File: config.mk
export PLATFORM = sky130hd
export DESIGN_NAME = pu_msp430_ram_bist_flat
export DESIGN_NICKNAME = d
export VERILOG_FILES = /design/src/rtl/pu_msp430_ram_bist_pkg.sv /design/src/rtl/pu_msp430_ram_bist_if.sv /design/src/rtl/pu_msp430_ram_bist_addr_cnt.sv /design/src/rtl/pu_msp430_ram_bist.sv /design/src/flat_wrapper.sv
export SDC_FILE = /design/constraint.sdc
export NUM_CORES = 1
export LEC_CHECK = 0
export BUFFER_PORTS_ARGS = -buffer_cell sky130_fd_sc_hd__buf_4
export CAP_MARGIN = 15
export CORE_AREA = 10 10 82 84
export DETAILED_ROUTE_END_ITERATION = 10
export DIE_AREA = 0 0 92 94
export SLEW_MARGIN = 20
export SYNTH_ARGS = -nofsm -noshare
export SYNTH_HDL_FRONTEND = slang
export SYNTH_SLANG_ARGS = --single-unit
File: constraint.sdc
create_clock -name mclk -period 5.7 [get_ports mclk]
set_input_delay 1.14 -clock mclk [delete_from_list [all_inputs] [get_ports mclk]]
set_output_delay 1.14 -clock mclk [all_outputs]
set_load 0.1 [all_outputs]
File: src/rtl/pu_msp430_ram_bist_pkg.sv
// Shared types and March C- tables for the MSP430 RAM BIST initiator.
package pu_msp430_ram_bist_pkg;

    // Controller states; WR/RD/CMPWR/RDP/LAST own the RAM port.
    typedef enum logic [2:0] {
        S_IDLE  = 3'd0,
        S_WR    = 3'd1,
        S_RD    = 3'd2,
        S_CMPWR = 3'd3,
        S_RDP   = 3'd4,
        S_LAST  = 3'd5,
        S_DONE  = 3'd6
    } state_t;

    // March element indices.
    localparam logic [2:0] E0 = 3'd0;
    localparam logic [2:0] E1 = 3'd1;
    localparam logic [2:0] E2 = 3'd2;
    localparam logic [2:0] E3 = 3'd3;
    localparam logic [2:0] E4 = 3'd4;
    localparam logic [2:0] E5 = 3'd5;

    // Background patterns.
    localparam logic [15:0] P0 = 16'h0000;
    localparam logic [15:0] P1 = 16'hFFFF;

    // Address direction of an element: 1 = descending (W-1 down to 0).
    function automatic logic elem_down(input logic [2:0] e);
        case (e)
            E3, E4:  elem_down = 1'b1;
            default: elem_down = 1'b0;
        endcase
    endfunction

    // Value every read of an element must return.
    function automatic logic [15:0] elem_exp(input logic [2:0] e);
        case (e)
            E2, E4:  elem_exp = P1;
            default: elem_exp = P0;
        endcase
    endfunction

    // Value written by an element (E5 is read-only; its entry is unused).
    function automatic logic [15:0] elem_wr(input logic [2:0] e);
        case (e)
            E1, E3:  elem_wr = P1;
            default: elem_wr = P0;
        endcase
    endfunction

endpackage

File: src/rtl/pu_msp430_ram_bist_if.sv
// Single-port RAM bus between the BIST initiator (master) and the RAM (slave).
interface pu_msp430_ram_bist_if #(
    parameter int ADDR_MSB = 6
);
    logic [ADDR_MSB:0] ram_addr;
    logic              ram_cen;
    logic [1:0]        ram_wen;
    logic [15:0]       ram_din;
    logic [15:0]       ram_dout;

    modport master (output ram_addr, ram_cen, ram_wen, ram_din, input ram_dout);
    modport slave  (input ram_addr, ram_cen, ram_wen, ram_din, output ram_dout);
endinterface

File: src/rtl/pu_msp430_ram_bist_addr_cnt.sv
// Word address counter for the March walk: loads to 0 or W-1, steps up or
// down, and never leaves the range 0..W-1.
module pu_msp430_ram_bist_addr_cnt #(
    parameter int ADDR_MSB = 6,
    parameter int W        = 128
) (
    input  logic              mclk,
    input  logic              puc_rst_n,
    input  logic              i_load_lo,
    input  logic              i_load_hi,
    input  logic              i_inc,
    input  logic              i_dec,
    output logic [ADDR_MSB:0] o_cnt,
    output logic              o_at_hi,
    output logic              o_at_lo
);
    localparam int                AW  = ADDR_MSB + 1;
    localparam logic [ADDR_MSB:0] HI  = AW'(W - 1);
    localparam logic [ADDR_MSB:0] ONE = AW'(1);

    logic [ADDR_MSB:0] r_cnt;

    // Address register: loads win over stepping, steps saturate at the ends.
    always_ff @(posedge mclk) begin
        if (!puc_rst_n) begin
            r_cnt <= '0;
        end else if (i_load_lo) begin
            r_cnt <= '0;
        end else if (i_load_hi) begin
            r_cnt <= HI;
        end else if (i_inc && (r_cnt != HI)) begin
            r_cnt <= r_cnt + ONE;
        end else if (i_dec && (r_cnt != '0)) begin
            r_cnt <= r_cnt - ONE;
        end else begin
            r_cnt <= r_cnt;
        end
    end

    assign o_cnt   = r_cnt;
    assign o_at_hi = (r_cnt == HI);
    assign o_at_lo = (r_cnt == '0);

endmodule

File: src/rtl/pu_msp430_ram_bist.sv
// March C- built-in self-test initiator for the MSP430 single-port RAM.
// Owns the RAM port while busy, checks registered read data and records the
// first failing word address and March element.
module pu_msp430_ram_bist
    import pu_msp430_ram_bist_pkg::*;
#(
    parameter int ADDR_MSB = 6,
    parameter int MEM_SIZE = 256
) (
    input  logic                    mclk,
    input  logic                    puc_rst_n,
    input  logic                    bist_start,
    output logic                    bist_busy,
    output logic                    bist_done,
    output logic                    bist_fail,
    output logic [ADDR_MSB:0]       bist_fail_addr,
    output logic [2:0]              bist_fail_elem,
    pu_msp430_ram_bist_if.master    bus
);
    localparam int                W   = MEM_SIZE / 2;
    localparam int                AW  = ADDR_MSB + 1;
    localparam logic [ADDR_MSB:0] ONE = AW'(1);

    state_t            r_state;
    state_t            w_state_nxt;
    logic [2:0]        r_elem;
    logic [2:0]        w_elem_nxt;
    logic [2:0]        w_elem_inc;
    logic              r_done;
    logic              r_fail;
    logic [ADDR_MSB:0] r_fail_addr;
    logic [2:0]        r_fail_elem;

    logic [ADDR_MSB:0] w_cnt;
    logic              w_at_hi;
    logic              w_at_lo;
    logic              w_load_lo;
    logic              w_load_hi;
    logic              w_inc;
    logic              w_dec;
    logic              w_busy;
    logic              w_mismatch;
    logic              w_elem_end;
    logic              w_clr;
    logic              w_set_done;
    logic              w_set_fail;
    logic [ADDR_MSB:0] w_fail_addr_nxt;
    logic              w_cen;
    logic [1:0]        w_wen;
    logic [15:0]       w_din;

    pu_msp430_ram_bist_addr_cnt #(
        .ADDR_MSB (ADDR_MSB),
        .W        (W)
    ) u_addr_cnt (
        .mclk      (mclk),
        .puc_rst_n (puc_rst_n),
        .i_load_lo (w_load_lo),
        .i_load_hi (w_load_hi),
        .i_inc     (w_inc),
        .i_dec     (w_dec),
        .o_cnt     (w_cnt),
        .o_at_hi   (w_at_hi),
        .o_at_lo   (w_at_lo)
    );

    assign w_busy     = (r_state != S_IDLE) && (r_state != S_DONE);
    assign w_mismatch = (bus.ram_dout != elem_exp(r_elem));
    assign w_elem_inc = r_elem + 3'd1;
    assign w_elem_end = elem_down(r_elem) ? w_at_lo : w_at_hi;

    // Next-state, counter control, RAM port drive and result updates.
    always_comb begin
        w_state_nxt     = r_state;
        w_elem_nxt      = r_elem;
        w_load_lo       = 1'b0;
        w_load_hi       = 1'b0;
        w_inc           = 1'b0;
        w_dec           = 1'b0;
        w_clr           = 1'b0;
        w_set_done      = 1'b0;
        w_set_fail      = 1'b0;
        w_fail_addr_nxt = w_cnt;
        w_cen           = 1'b1;
        w_wen           = 2'b11;
        w_din           = P0;
        case (r_state)
            S_IDLE: begin
                if (bist_start) begin
                    w_state_nxt = S_WR;
                    w_elem_nxt  = E0;
                    w_load_lo   = 1'b1;
                    w_clr       = 1'b1;
                end else begin
                    w_state_nxt = S_IDLE;
                end
            end
            S_WR: begin
                w_cen = 1'b0;
                w_wen = 2'b00;
                w_din = elem_wr(r_elem);
                if (w_at_hi) begin
                    w_state_nxt = S_RD;
                    w_elem_nxt  = E1;
                    w_load_lo   = 1'b1;
                end else begin
                    w_inc = 1'b1;
                end
            end
            S_RD: begin
                w_cen       = 1'b0;
                w_state_nxt = S_CMPWR;
            end
            S_CMPWR: begin
                if (w_mismatch) begin
                    // Abort without touching the failing word again.
                    w_set_fail  = 1'b1;
                    w_set_done  = 1'b1;
                    w_state_nxt = S_DONE;
                end else begin
                    w_cen = 1'b0;
                    w_wen = 2'b00;
                    w_din = elem_wr(r_elem);
                    if (w_elem_end) begin
                        w_elem_nxt = w_elem_inc;
                        if (r_elem == E4) begin
                            w_state_nxt = S_RDP;
                            w_load_lo   = 1'b1;
                        end else begin
                            w_state_nxt = S_RD;
                            if (elem_down(w_elem_inc)) begin
                                w_load_hi = 1'b1;
                            end else begin
                                w_load_lo = 1'b1;
                            end
                        end
                    end else begin
                        w_state_nxt = S_RD;
                        if (elem_down(r_elem)) begin
                            w_dec = 1'b1;
                        end else begin
                            w_inc = 1'b1;
                        end
                    end
                end
            end
            S_RDP: begin
                // Read of address a overlaps the check of address a-1.
                if (!w_at_lo && w_mismatch) begin
                    w_set_fail      = 1'b1;
                    w_set_done      = 1'b1;
                    w_fail_addr_nxt = w_cnt - ONE;
                    w_state_nxt     = S_DONE;
                end else begin
                    w_cen = 1'b0;
                    if (w_at_hi) begin
                        w_state_nxt = S_LAST;
                    end else begin
                        w_inc = 1'b1;
                    end
                end
            end
            S_LAST: begin
                w_set_fail  = w_mismatch;
                w_set_done  = 1'b1;
                w_state_nxt = S_DONE;
            end
            S_DONE: begin
                w_state_nxt = S_IDLE;
            end
            default: begin
                w_state_nxt = S_IDLE;
            end
        endcase
    end

    // FSM state and current element.
    always_ff @(posedge mclk) begin
        if (!puc_rst_n) begin
            r_state <= S_IDLE;
            r_elem  <= E0;
        end else begin
            r_state <= w_state_nxt;
            r_elem  <= w_elem_nxt;
        end
    end

    // Sticky result flags: cleared on an accepted start, set on completion.
    always_ff @(posedge mclk) begin
        if (!puc_rst_n) begin
            r_done      <= 1'b0;
            r_fail      <= 1'b0;
            r_fail_addr <= '0;
            r_fail_elem <= 3'd0;
        end else if (w_clr) begin
            r_done      <= 1'b0;
            r_fail      <= 1'b0;
            r_fail_addr <= '0;
            r_fail_elem <= 3'd0;
        end else begin
            if (w_set_done) begin
                r_done <= 1'b1;
            end
            if (w_set_fail) begin
                r_fail      <= 1'b1;
                r_fail_addr <= w_fail_addr_nxt;
                r_fail_elem <= r_elem;
            end
        end
    end

    assign bist_busy      = w_busy;
    assign bist_done      = r_done;
    assign bist_fail      = r_fail;
    assign bist_fail_addr = r_fail_addr;
    assign bist_fail_elem = r_fail_elem;

    assign bus.ram_addr = w_busy ? w_cnt : '0;
    assign bus.ram_cen  = w_cen;
    assign bus.ram_wen  = w_wen;
    assign bus.ram_din  = w_din;

endmodule
File: src/flat_wrapper.sv
// flat-port wrapper written by rule: the top's interface ports become plain ports
module pu_msp430_ram_bist_flat import pu_msp430_ram_bist_pkg::*;
#(
    parameter int ADDR_MSB = 6,
    parameter int MEM_SIZE = 256
)
  (mclk, puc_rst_n, bist_start, bist_busy, bist_done, bist_fail, bist_fail_addr, bist_fail_elem, bus_ram_addr, bus_ram_cen, bus_ram_wen, bus_ram_din, bus_ram_dout);
  pu_msp430_ram_bist_if #(.ADDR_MSB(ADDR_MSB)) bus_i ();
  input  logic mclk;
  input  logic puc_rst_n;
  input  logic bist_start;
  output logic bist_busy;
  output logic bist_done;
  output logic bist_fail;
  output logic [ADDR_MSB:0] bist_fail_addr;
  output logic [2:0] bist_fail_elem;
  output wire logic [$bits(bus_i.ram_addr)-1:0] bus_ram_addr;
  output wire logic [$bits(bus_i.ram_cen)-1:0] bus_ram_cen;
  output wire logic [$bits(bus_i.ram_wen)-1:0] bus_ram_wen;
  output wire logic [$bits(bus_i.ram_din)-1:0] bus_ram_din;
  input wire logic [$bits(bus_i.ram_dout)-1:0] bus_ram_dout;
  assign bus_ram_addr = bus_i.ram_addr;
  assign bus_ram_cen = bus_i.ram_cen;
  assign bus_ram_wen = bus_i.ram_wen;
  assign bus_ram_din = bus_i.ram_din;
  assign bus_i.ram_dout = bus_ram_dout;
  pu_msp430_ram_bist #(.ADDR_MSB(ADDR_MSB), .MEM_SIZE(MEM_SIZE)) u_core (.mclk(mclk), .puc_rst_n(puc_rst_n), .bist_start(bist_start), .bist_busy(bist_busy), .bist_done(bist_done), .bist_fail(bist_fail), .bist_fail_addr(bist_fail_addr), .bist_fail_elem(bist_fail_elem), .bus(bus_i));
endmodule
==> reports/results.txt, run 1 <==
Core area -> 5070 um^2
Skew-Pair Late Insertion Delay -> 0.27 ns
DR vias -> 1,876
# IOs -> 58
Leakage power -> 0.000947 uW
Wire per inst -> 15.9 um
Layout cells sized above 1 -> 30.2%
Final setup viols -> 0
Seq/Total Area, Yosys -> 25.5%
Pwr Density -> 649 nW/um^2
Synthesized area per cell -> 7.97 um^2
Pin count of the biggest net entering global routing -> 17
Placed insts -> 344
Critical path endpoint category -> primary output
Final non-filler cell total -> 348
Slew Viols, Final -> 0
Area share of and/or/nand/nor cells after synthesis -> 26.2%
Main combinational cell family by area after synthesis -> simple AND/OR/NAND/NOR gates
Outcome -> finished, final reports clean
Initial antenna violation count -> 0
Post-synthesis cell type count -> 56
Most used DFF post-synth -> dfxtp_1
Die area -> 8650 um^2
ANT nets after route -> 0
Hold WC Path Type -> flip-flop to flip-flop
Reg power frac -> 21.2%
Leading area contributor after synthesis -> dfxtp_1
Most frequent cell after synthesis -> nor2_1
Synth area leaders -> dfxtp_1, buf_4, nor2_1, o21ai_0, nand2_1
PortBufs -> 57
Crit-path slowest cell -> or4_4
Top cells by count, synth -> nor2_1, dfxtp_1, nand2_1, buf_4, o21ai_0
Slew headroom -> 52.4%
Setup TNS -> 0 ns
# nets final -> 303
First-pass GRT wire length -> 9340 um
Max Cap Violations -> 0
Compound-Gate Fraction of Synth Area -> 25.0%
Fraction of registers with async set/reset -> 0%
Share of the synthesized area in the top cell type -> 25.5%
Initial drt markers -> 110
Xor and xnor area share after synthesis -> 2.23%
Slew @ Worst Pin -> 0.706 ns
Combinational Power Share -> 71.8%
Cts hold-fix bufs -> 0
CTS clock-pin slew for the worst setup and hold paths -> 0.09 ns
Synth Warn # -> 0
Tot GR Track Use -> 12.8%
Setup bufs post-CTS -> 0
Adder-cell share of the synthesized area -> 3.19%
Rows -> 26
Final Hold Fails -> 0
Mux contribution to synthesized area -> 6.57%
Max Root-Sink Buffers -> 2
Root buffer cell -> clkbuf_8
CP Max Fanout -> 16
Syn Inst Count -> 246
Routed Wire Length -> 5520 um
Vias in the first global route -> 1,829
Clock power share -> 7.1%
#FFs+latches synth -> 25
Number of synthesized flops with an enable pin -> 0
HPWL after DPL -> 4310 um
Diodes inserted -> 0
Peak supply drop -> 215 uV
Cells along the critical path -> buf_4 -> nand4_1 -> or4_4 -> mux2_2 -> nand2_1 -> nand2_1 -> nor3_4 -> buf_4
Tcrit/Tclk final -> 79.2%
Final Skew -> 0.00295 ns
Vias per cell -> 5.39
1st-pass router iterations -> 4
Path type of the worst setup path -> primary input to primary output
CTS Buf Count -> 3
RSZ-0062 raised after global routing -> false
WP data arrival -> 3.37 ns
Die Y -> 94 um
DRC violations left -> 0
Crit path required time -> 4.56 ns
CP max stage delay -> 0.57 ns
Total global routing overflow -> 0
Mapped Area -> 1960 um^2
P_int -> 582 uW
Die X -> 92 um
Cell family with most CP delay -> simple AND/OR/NAND/NOR gates
Fmax -> 222 MHz
Layout area overhead -> 20.2%
Startpoint Class -> primary input
GPL Wtd Cong -> 0.817
H-tree levels -> 1
Switching Share -> 61.9%
Clk sinks -> 25
Post_cts resized -> 0
CP bufs+invs -> 2
Initial Utilization -> 38.6%
Mapped Nets -> 270
Minimum clock period -> 4.51 ns
P_sw -> 946 uW
CTS tree -> done
[state kept, by name (all words and copies together) (netlist names)]
signal	flops
u_core.bist_fail_addr	7
u_core.u_addr_cnt.o_cnt	7
u_core.bist_fail_elem	3
u_core.r_elem	3
u_core.r_state	3
u_core.bist_done	1
u_core.bist_fail	1
[placed cells by master, fill, tap and decap left out, types with 4 or more instances in the layout]
cell      count
buf_4        57
nor2_1       26
dfxtp_1      25
nand2_1      17
o21ai_0      13
inv_1        11
a21oi_1      11
nor3_1        8
nor2b_1       7
nand4_1       5
mux2_2        5
nand3_1       5
mux2i_1       5
ha_1          5
nor4_1        4
and3_1        4
a311oi_1      4
o21a_1        4
o211ai_1      4
[power by group through the flow]
stage	Combinational (uW)	Clock, uW	Sequential [uW]
final	1100	108	323
after global routing	1180	119	334
after CTS	1090	114	320
after detailed placement	1090	0	324
after global placement	1090	0	324
after floorplan	904	0	307
[final timing paths]
kind	startpoint	endpoint	slack, ns	depth (start not counted)
setup / recovery	bus_ram_dout[15]	bus_ram_din[8]	1.19	8
hold / removal	u_core.bist_fail	u_core.bist_fail	0.45	2
setup reg to reg	u_core.u_addr_cnt.o_cnt[0]	u_core.r_elem[0]	2.88	9
hold reg to reg	u_core.bist_fail	u_core.bist_fail	0.45	2
[layer usage]
layer  up-vias  track usage (%)  part of all wire, %
li1        948                -                    -
met1       881             16.7                   45
met2        41             21.2                   50
met3         6             2.56                  4.2
met4         0             3.08                 0.96
met5         -                0                    0
[cell families (layout without fill, tap and decap cells)]
family,after synthesis,after routing
compound gates,66,66
xor+xnor,5,5
fa+ha+maj,5,5
buf+inv,40,72
flops,25,25
mux,11,11
simple gates,94,94
[per-stage QoR]
step	power [uW]	worst slack [ns]	utilization, %	hold WS [ns]	cell area [um^2]
after floorplan	1210	0.00118	-	0.490	1970
after global placement	1420	1.26	45.5	0.439	2310
after detailed placement	1410	1.17	45.5	0.449	2310
after CTS	1530	1.16	46.4	0.464	2360
after global routing	1630	1.01	46.4	0.494	2360
final	1530	1.19	46.4	0.454	2360
[layout make-up]
class / count / area, um^2
clock buffers: 3 / 41.3
clock inverters: 1 / 7.51
fillers: 543 / 2720
inverters: 11 / 41.3
multi-input cells: 181 / 1250
flip-flops and latches: 25 / 500
well taps: 70 / 87.6
repair buffers: 57 / 428
[worst register-to-register path, cell delays in order (launching register included)]
cell and delay, ns:
dfxtp_1 0.41, inv_1 0.12, ha_1 0.26, nor4b_2 0.30, nor3b_2 0.52, mux2_2 0.32
a31oi_1 0.09, a211o_1 0.38, a211o_1 0.26, a21oi_2 0.11
Note: power is estimated with default switching activity, not from simulation.
==> inputs of run 2 (changes only) <==
Settings changed: ABC_AREA set to 1, CORE_AREA 10 10 82 84 to 10 10 85 87, DIE_AREA 0 0 92 94 to 0 0 95 97.
Clock period 5.7 ns to 4.1 ns, I/O delays scaled along.
==> run 2 against run 1 <==
Net effect:
- total power rose by 29%
- area after synthesis up 7.1%
- register-to-register slack worse by 0.90 ns
- combinational power is 34% higher
- sequential share of layout area decreased by 1.7 points
- first-iteration DRC count is 28% lower
- sequential cell count is the same
- critical path type is now flip-flop to primary output
- largest cell class unchanged
==> reports/results.txt, run 2 <==
Outcome -> finished, final reports clean
Max Cap Violations -> 0 (unchanged)
Diodes inserted -> 0 (unchanged)
CTS tree -> done
CTS clock-pin slew for the worst setup and hold paths -> 0.10 ns (about the same)
Post_cts resized -> 0 (unchanged)
Layout cells sized above 1 -> 33.2% (+3.0 points)
Fraction of registers with async set/reset -> 0% (unchanged)
Critical path endpoint category -> primary output
# nets final -> 374 (+23%)
Vias per cell -> 4.65 (-14%)
Leading area contributor after synthesis -> dfxtp_1
Synthesized area per cell -> 6.84 um^2 (-14%)
Commonest non-fill, non-tap cell in the layout -> buf_4
HPWL after DPL -> 4470 um (+3.7%)
Tot GR Track Use -> 11.6% (-1.2 points)
Pin count of the biggest net entering global routing -> 17 (unchanged)
Total power -> 1980 uW (+29%)
1st-pass router iterations -> 4 (unchanged)
Setup bufs post-CTS -> 0 (unchanged)
DR vias -> 1,957 (+4.3%)
Clk sinks -> 25 (unchanged)
Wire per inst -> 12.5 um (-21%)
Commonest non-fill, non-tap cells in the layout -> buf_4, nand2_1, nor2_1
Path type of the worst setup path -> flip-flop to primary output
GPL Wtd Cong -> 0.864 (+5.8%)
Post-synthesis cell type count -> 33 (-41%)
WP data arrival -> 2.88 ns (-0.49 ns)
Hold WC Path Type -> flip-flop to flip-flop
CP Max Fanout -> 16 (unchanged)
ANT nets after route -> 0 (unchanged)
#FFs+latches synth -> 25 (unchanged)
RSZ-0062 raised after global routing -> false
Tcrit/Tclk final -> 90.2%
Slew headroom -> 53.7% (+1.3 points)
Slew Viols, Final -> 0 (unchanged)
Routed Wire Length -> 5280 um (-4.2%)
Number of synthesized flops with an enable pin -> 0 (unchanged)
First-pass GRT wire length -> 9170 um (-1.8%)
Root buffer cell -> clkbuf_8
PortBufs -> 57 (unchanged)
Fmax -> 270 MHz
Most used DFF post-synth -> dfxtp_1
DRC violations left -> 0 (unchanged)
# IOs -> 58 (unchanged)
Pwr Density -> 771 nW/um^2 (+19%)
Mapped Nets -> 331 (+23%)
Crit path required time -> 3.28 ns (-1.28 ns)
Rows -> 27 (+3.8%)
Most frequent cell after synthesis -> nand2_1
Die Y -> 97 um (+3.2%)
Syn Inst Count -> 307 (+25%)
Total global routing overflow -> 0 (unchanged)
CTS Buf Count -> 3 (unchanged)
Final Hold Fails -> 0 (unchanged)
Minimum clock period -> 3.70 ns
Share of the synthesized area in the top cell type -> 23.8% (-1.7 points)
Peak supply drop -> 385 uV (+80%)
Synth area leaders -> dfxtp_1, nand2_1, nor2_1, buf_4, inv_1
Cts hold-fix bufs -> 0 (unchanged)
Mapped Area -> 2100 um^2 (+7.1%)
Die area -> 9220 um^2 (+6.6%)
Synth Warn # -> 0 (unchanged)
Slew @ Worst Pin -> 0.689 ns (-0.0169 ns)
Skew-Pair Late Insertion Delay -> 0.28 ns (about the same)
Die X -> 95 um (+3.3%)
H-tree levels -> 1 (unchanged)
Final setup viols -> 0 (unchanged)
Initial drt markers -> 79 (-28%)
Max Root-Sink Buffers -> 2 (unchanged)
Vias in the first global route -> 1,940 (+6.1%)
Seq/Total Area, Yosys -> 23.8% (-1.7 points)
Final Skew -> 0.00198 ns (-0.000971 ns)
Initial Utilization -> 38.4% (-0.27 points)
Placed insts -> 417 (+21%)
Initial antenna violation count -> 0 (unchanged)
Core area -> 5470 um^2 (+7.8%)
Top cells by count, synth -> nand2_1, nor2_1, inv_1, dfxtp_1, a21oi_1
Layout area overhead -> 22.2%
Leakage power -> 0.00125 uW (+32%)
Final non-filler cell total -> 421 (+21%)
Startpoint Class -> flip-flop
run 2: logic make-up (layout without fill, tap and decap cells):
family / count (synthesis) / in the layout / synth area share [%]
compound gates: 46 / 46 / 12.1
xor+xnor: 10 / 10 / 4.17
fa+ha+maj: 5 / 5 / 2.98
buf+inv: 61 / 103 / 15.1
flops: 25 / 25 / 23.8
simple gates: 160 / 160 / 41.8
run 2: path summary, 6_finish.rpt:
check,cells after the start,slack (ns),to,start
setup / recovery,13,0.40,bus_ram_din[13],u_core.r_elem[0]
hold / removal,2,0.47,u_core.bist_fail_addr[2],u_core.bist_fail_addr[2]
setup reg to reg,14,1.98,u_core.bist_fail_addr[6],u_core.r_elem[0]
hold reg to reg,2,0.47,u_core.bist_fail_addr[2],u_core.bist_fail_addr[2]
run 2: through the flow:
| stage | worst slack (ns) | hold slack (ns) | TNS [ns] | util, % | instance area, um^2 |
|---|---|---|---|---|---|
| CTS | 0.355 | 0.475 | 0 | 46.9 | 2570 |
| global placement | 0.515 | 0.459 | 0 | 46.0 | 2520 |
| finish | 0.401 | 0.473 | 0 | 46.9 | 2570 |
| detailed placement | 0.458 | 0.458 | 0 | 46.0 | 2520 |
| floorplan | -0.282 | 0.474 | -4.23 | - | 2150 |
| global route | 0.182 | 0.496 | 0 | 46.9 | 2570 |
run 2: cell type report:
type	count	area [um^2]
clock inverters	1	7.51
multi-input cells	221	1340
clock buffers	3	41.3
fillers	581	2910
flip-flops and latches	25	500
repair buffers	57	428
inverters	42	163
well taps	72	90.1
run 2: worst max-delay path, stage by stage, from the launching register on:
cell and delay, ns:
dfxtp_1 0.34, inv_1 0.20, ha_1 0.24, nand2_4 0.08, inv_4 0.11, nor2_8 0.05, nor2_4 0.11, nand2_4 0.06
nand2_4 0.12, inv_4 0.07, nand2_4 0.10, nand2_8 0.06, nor4_4 0.64, buf_4 0.41
run 2: per-layer routing:
layer / track usage, % / share of wire, % / vias up
li1: - / - / 1047
met1: 14.5 / 45 / 866
met2: 19.6 / 49 / 40
met3: 1.93 / 4.9 / 4
met4: 3.66 / 1.1 / 0
met5: 0 / 0 / -
run 2: where the power goes:
group	switching (uW)	leakage, uW	internal (uW)
clock	89.4	0.0000217	69.1
combinational	1090	0.00103	373
sequential	57.3	0.000203	296
